File: src/rtl/fetch_pkg.sv
// fetch_pkg: shared fetch/decode types -- FSM states, NOP value and the IF/ID record
package fetch_pkg;
    localparam int XLEN = 32;
    localparam logic [XLEN-1:0] NOP_INSTR = 32'h0000_0000;
    typedef enum logic [1:0] {REQ = 2'd0, HOLD = 2'd1, DRAIN = 2'd2} state_t;
    typedef struct packed {
        logic [XLEN-1:0] instr;
        logic [XLEN-1:0] pc_plus4;
        logic            valid;
    } if_id_t;
endpackage

File: src/rtl/fetch_skid_entry.sv
// fetch_skid_entry: one-entry {instr, pc_plus4} store with load/clear and valid flag
//   clk, rst (async active-low), load/clear controls, din_* data in, valid/instr/pc_plus4 out
module fetch_skid_entry #(
    parameter int W = 32
) (
    input  logic         clk,
    input  logic         rst,
    input  logic         load,
    input  logic         clear,
    input  logic [W-1:0] din_instr,
    input  logic [W-1:0] din_pc,
    output logic         valid,
    output logic [W-1:0] instr,
    output logic [W-1:0] pc_plus4
);
    always_ff @(posedge clk or negedge rst) begin
        if (!rst) begin
            valid    <= 1'b0;
            instr    <= '0;
            pc_plus4 <= '0;
        end else if (clear) begin
            valid <= 1'b0;
        end else if (load) begin
            valid    <= 1'b1;
            instr    <= din_instr;
            pc_plus4 <= din_pc;
        end
    end
endmodule

File: src/rtl/fetch_decode_buffer.sv
// fetch_decode_buffer: imem req/ack handshake, IF/ID register and skid buffer
//   clk, rst (async active-low); PCF/PCPlus4F from fetch; StallD/FlushD from hazard unit
//   imem_req/imem_addr/imem_ack/imem_rdata memory port; FetchBusy to StallF
//   InstrD/PCPlus4D/ValidD registered outputs to decode
module fetch_decode_buffer
    import fetch_pkg::*;
#(
    parameter int          N   = XLEN,
    parameter logic [31:0] NOP = NOP_INSTR
) (
    input  logic         clk,
    input  logic         rst,
    input  logic [N-1:0] PCF,
    input  logic [N-1:0] PCPlus4F,
    input  logic         StallD,
    input  logic         FlushD,
    output logic         imem_req,
    output logic [N-1:0] imem_addr,
    input  logic         imem_ack,
    input  logic [N-1:0] imem_rdata,
    output logic         FetchBusy,
    output logic [N-1:0] InstrD,
    output logic [N-1:0] PCPlus4D,
    output logic         ValidD
);
    state_t       state, state_n;
    if_id_t       if_id;
    logic [N-1:0] drain_pc;
    logic [N-1:0] skid_instr, skid_pc;
    logic         skid_valid, skid_load, skid_clear, illegal, ld_mem, ld_skid;

    assign illegal    = !(state == REQ || state == HOLD || state == DRAIN);
    assign ld_mem     = state == REQ && imem_ack && !StallD;
    assign ld_skid    = state == HOLD && !StallD && skid_valid;
    assign skid_load  = state == REQ && imem_ack && StallD && !FlushD;
    assign skid_clear = (state == HOLD && (FlushD || !StallD)) || illegal;

    always_ff @(posedge clk or negedge rst) begin
        if (!rst) state <= REQ;
        else state <= state_n;
    end

    always_comb begin
        state_n = REQ;
        case (state)
            REQ:     state_n = imem_ack ? ((FlushD || !StallD) ? REQ : HOLD) : (FlushD ? DRAIN : REQ);
            HOLD:    state_n = (FlushD || !StallD) ? REQ : HOLD;
            DRAIN:   state_n = imem_ack ? REQ : DRAIN;
            default: state_n = REQ;
        endcase
    end

    // A flush without ack releases fetch so it can take the redirect; the
    // orphaned request is retired from drain_pc in DRAIN.
    always_comb begin
        imem_req  = rst && (state == REQ || state == DRAIN);
        imem_addr = (state == DRAIN) ? drain_pc : PCF;
        FetchBusy = (state == REQ) ? (!imem_ack && !FlushD) : 1'b1;
    end

    always_ff @(posedge clk or negedge rst) begin
        if (!rst) drain_pc <= '0;
        else if (state == REQ && !imem_ack && FlushD) drain_pc <= PCF;
    end

    always_ff @(posedge clk or negedge rst) begin
        if (!rst) if_id <= '{instr: NOP, pc_plus4: '0, valid: 1'b0};
        else if (FlushD) if_id <= '{instr: NOP, pc_plus4: '0, valid: 1'b0};
        else if (ld_mem) if_id <= '{instr: imem_rdata, pc_plus4: PCPlus4F, valid: 1'b1};
        else if (ld_skid) if_id <= '{instr: skid_instr, pc_plus4: skid_pc, valid: 1'b1};
    end

    fetch_skid_entry #(.W(N)) u_skid (
        .clk       (clk),
        .rst       (rst),
        .load      (skid_load),
        .clear     (skid_clear),
        .din_instr (imem_rdata),
        .din_pc    (PCPlus4F),
        .valid     (skid_valid),
        .instr     (skid_instr),
        .pc_plus4  (skid_pc)
    );

    assign InstrD   = if_id.instr;
    assign PCPlus4D = if_id.pc_plus4;
    assign ValidD   = if_id.valid;
endmodule

File: config.mk
export PLATFORM = sky130hd
export DESIGN_NAME = fetch_decode_buffer
export DESIGN_NICKNAME = d
export VERILOG_FILES = /design/src/rtl/fetch_pkg.sv /design/src/rtl/fetch_skid_entry.sv /design/src/rtl/fetch_decode_buffer.sv
export SDC_FILE = /design/constraint.sdc
export NUM_CORES = 1
export LEC_CHECK = 0
export ABC_AREA = 1
export BUFFER_PORTS_ARGS = -buffer_cell sky130_fd_sc_hd__buf_4
export CAP_MARGIN = 20
export CORE_AREA = 8 8 142 144
export CTS_CLUSTER_DIAMETER = 200
export DETAILED_ROUTE_END_ITERATION = 8
export DIE_AREA = 0 0 150 152
export PLACE_DENSITY = 0.77
export SYNTH_ARGS = -nofsm -noshare
export SYNTH_HDL_FRONTEND = slang
export SYNTH_SLANG_ARGS = --single-unit
File: constraint.sdc
create_clock -name clk -period 3.97 [get_ports clk]
set_clock_uncertainty 0.2 [all_clocks]
set_input_delay 0.794 -clock clk [delete_from_list [all_inputs] [get_ports clk]]
set_output_delay 0.794 -clock clk [all_outputs]
set_load 0.01 [all_outputs]
# After elaboration in Yosys (flattened, before gate mapping)
# Cells that the tools add are included.
# totals
in_bits	101
regBits	164
wordCells	47
# classes
n_eq_ne	2
n_reduce_logical	24
mux	12
bitwise_logic	1
# ops
cell	count
$mux 65	3
$mux 32	1
$logic_and 1x1->1	11
$mux 2	3
$pmux 2 s3	1
$logic_or 1x1->1	5
$logic_not 1->1	4
$mux 1	4
$reduce_bool 3->1	1
$eq 2x1->1 const B	1
$eq 2x2->1 const B	1
$logic_not 2->1	1
$reduce_and 2->1	1
$reduce_bool 2->1	1
$not 1->1	1

# Longest topological paths before layout
# logic_depth
word_depth	7
ltp_mapped	8
mapped_depth_nobuf	6

# By module
# From an unflattened synthesis, not the netlist that was laid out.
# unflattened
cells_unflattened	1022
hier_area_um2	7952.6
# modules_own_cells
module	instances	area_per_inst_um2	cells_per_inst
fetch_decode_buffer	1	5343.9	740
fetch_skid_entry	1	2608.8	282

# Least setup slack after synthesis
# Ideal clock, no wire load.
# synth_timing
kind	input to output
from	input imem_ack
to	output FetchBusy
arrival_time_ns	1.533
cell_stages	4
slack_ns	1.443
path_cell_list	buf_2 buf_2 buf_2 o21ai_0
# synth_via
elab_chain_len	3
# synth_lines
element	line	source
start, declared	fetch_decode_buffer.sv:19	input logic imem_ack,
$logic_not 1->1	fetch_decode_buffer.sv:58	FetchBusy = (state == REQ) ? (!imem_ack && !FlushD) : 1'b1;
$logic_and 1x1->1	fetch_decode_buffer.sv:58	
$mux 1	fetch_decode_buffer.sv:58	
end, declared	fetch_decode_buffer.sv:21	output logic FetchBusy,
# No other way between the ends.

# Worst setup path after layout
# layout_timing
from	register state[0]
to	output imem_addr[26]
# layout_via
elab_chain_len	2
# layout_lines
element	line	source
start, declared	fetch_decode_buffer.sv:26	state_t state, state_n;
start signal, assigned	fetch_decode_buffer.sv:40	else state <= state_n;
$eq 2x2->1	fetch_decode_buffer.sv:57	imem_addr = (state == DRAIN) ? drain_pc : PCF;
$mux 32	fetch_decode_buffer.sv:57	
end, declared	fetch_decode_buffer.sv:18	output logic [N-1:0] imem_addr,
# No other way between the ends.

==> results.md <==
* Number of setup violations in the final report at 0
* Post_cts resized at 0
* Syn Area/Cell at 7.80 µm²
* Fin crit period at 2920 ps
* Sequential share of the synthesized area at 0.520
* TritonCTS buffer count at 17
* Critical Path RT at 2980 ps
* Most common cell after layout, fill and taps aside: nand2_1
* Final Max Tran Viols at 0
* Initial antenna violation count at 0
* Final hold slack at a little under 30 ps
* Most frequent cells in the layout: 354 x nand2_1, 212 x buf_4, 164 x dfrtp_1
* Synth cell types at 17
* Met3 WL post-DR at 2.01 mm
* I/O pins at 200
* Port Buf Inserts at 199
* Max_slew headroom at 0.342
* CTS tree: built
* CP Max Fanout at 65
* Wire length of the first global-routing pass at 36.4 mm
* Vias in the first global route at 7028
* # diodes at 0
* Root buffer selected by CTS: clkbuf_16
* # DRC at 0
* Core area at approximately 18000 µm²
* Synth area leader: dfrtp_1
* Slowest stage delay, CP at between 400 and 500 ps
* Overall Global Routing Usage at 0.195
* Endpoints failing hold at 0
* Largest net degree at the start of global routing at 78
* Clock sink count at 164
* PD cells at 474 nW/µm²
* Nature of the critical path endpoint: primary output
* Placed Area at between 9000 and 10000 µm²
* Met1 WL at 9.67 mm
* Startpoint Class: register
* Reg clk slew, reported paths at 60 ps
* Yosys reg bits at 164
* Synth Warn # at 0
* Top Layer Used: met4
* DIE HEIGHT at 152 µm
* Tcrit/Tclk final at 0.737
* Worst Setup Path Type: reg2out
* DR WL/cell at 15.9 µm
* Die Wd at ~150 µm
* Max-cap violations at 0
* Post-place setup slack at ~1000 ps
* Final net count at 1260
* Worst slew pin tran at 984 ps
* CP Cell Sequence: inv_1 -> nand2_2 -> buf_4 -> nor2_1 -> a21oi_1 -> buf_4
* RSZ-0062 raised after global routing: false
* Clk_lat worst skew at between 400 and 500 ps
* Cells after synthesis at 1011
* Placer Congestion at 0.765
* Post-CTS Setup Inserts at 0
* Via count at 7244
* H-Tree Depth at 4
* Post-synth top area share at 0.520
* Area growth syn-to-layout at 26.4%
* Layout Utilization at 0.561
* DRT antenna net count at 0
* Peak supply drop at roughly 0.3 mV
* Fmax at 0.342 GHz
* Synthesized net count at 1112
* Total Neg Setup Slack at 0 ps
* Cell mode on critical path: buf_4
* Worst Path Arrival at 1930 ps
* Cell Rows at roughly 50
* Post-Syn Area at 7890 µm²
* Via density at 5.18
* Fin area at 9970 µm²
* Slowest CP cell: buf_4
* Initial core utilization at 0.443
* Detail Placement HPWL at 13.8 mm
* Leakage power at 0.00562 µW
* Fill count at 1621
* Grt total ovfl at 0
* First-pass detailed-route iteration total at 5
* Synth area leaders: dfrtp_1 52%, nand2_1 17%, nand4_1 10%
* Iter 0 DRT Violations at 515
* Layout cell share with drive strength beyond 1 at 0.215
* Final WL at 22.2 mm
* Outcome: completed
* Hold crit path type: in2async
* Worst setup margin at 1050 ps
* CTS Hold Bufs at 0
* Die area at around 23000 µm²
* CTS Buffer Depth at 2
* Metal2 WL at between 10 and 15 mm
synth_stat cells:
cell type  count
nand3_2        1
clkbuf_1      35
nand2_1      356
o21ai_0       98
dfrtp_1      164
inv_1        104
a21oi_4        1
a21oi_1       34
buf_2         34
nand4_1      128
buf_6          6
nor2_2         1
nand2_2        1
nor2_1        36
buf_1          9
nand3_1        2
a31oi_1        1
metal layers:
metal | up-vias | global-route usage
met5 | - | 0
met4 | 0 | 0.0533
met3 | 27 | 0.0689
met2 | 261 | 0.299
met1 | 3391 | 0.256
li1 | 3565 | -
registers in the layout (all words and copies together) (netlist names):
name	flops
InstrD	32
u_skid.pc_plus4	32
u_skid.instr	32
u_skid.valid	1
PCPlus4D	32
state	2
drain_pc	32
ValidD	1
cell type report:
cell class              count  area, µm²  share of cell area
inverters                 104        390              0.0392
well taps                 229        287              0.0287
clock buffers              20        457              0.0458
flip-flops and latches    164       4100               0.412
multi-input cells         659       3020               0.303
repair buffers            213       1600               0.161
clock inverters            10        109              0.0109
worst paths after layout:
kind / slack, ps / startpoint / cells after the start / endpoint
hold / removal: 30 / rst / 1 / u_skid.pc_plus4[8]
max in group asynchronous: 2290 / rst / 2 / u_skid.instr[8]
setup reg to reg: 1340 / state[1] / 6 / u_skid.pc_plus4[2]
setup / recovery: 1050 / state[0] / 6 / imem_addr[26]
min in group clk: 280 / u_skid.instr[21] / 2 / u_skid.instr[21]
hold reg to reg: 280 / u_skid.instr[21] / 2 / u_skid.instr[21]
critical path: cells and delay by family (launching register included):
| kind | cells | cell delay, ps |
|---|---|---|
| AO/OA/AOI/OAI | 1 | 160 |
| flip-flops | 1 | 450 |
| AND/OR/NAND/NOR | 2 | 160 |
| buffers and inverters | 3 | 730 |
cells by family (layout without fill, tap and decap cells):
logic type	after synthesis	count (layout)	synth area share
AO/OA/AOI/OAI	134	134	0.0866
buffers and inverters	188	347	0.101
flip-flops	164	164	0.520
AND/OR/NAND/NOR	525	525	0.292
metrics by stage:
| stage | cells | power [µW] |
|---|---|---|
| 2_1_floorplan | 1011 | 2730 |
| 3_3_place_gp | 1369 | 3130 |
| 3_5_place_dp | 1369 | 3170 |
| 4_1_cts | 1399 | 4780 |
| 5_1_grt | 1399 | 5030 |
| 6_report | 1399 | 4730 |
where the power goes:
| group | internal (µW) | switching [µW] |
|---|---|---|
| combinational | 426 | 587 |
| clock | 948 | 643 |
| sequential | 1960 | 160 |
| total | 3340 | 1390 |
(Power assumes the default switching activity.)
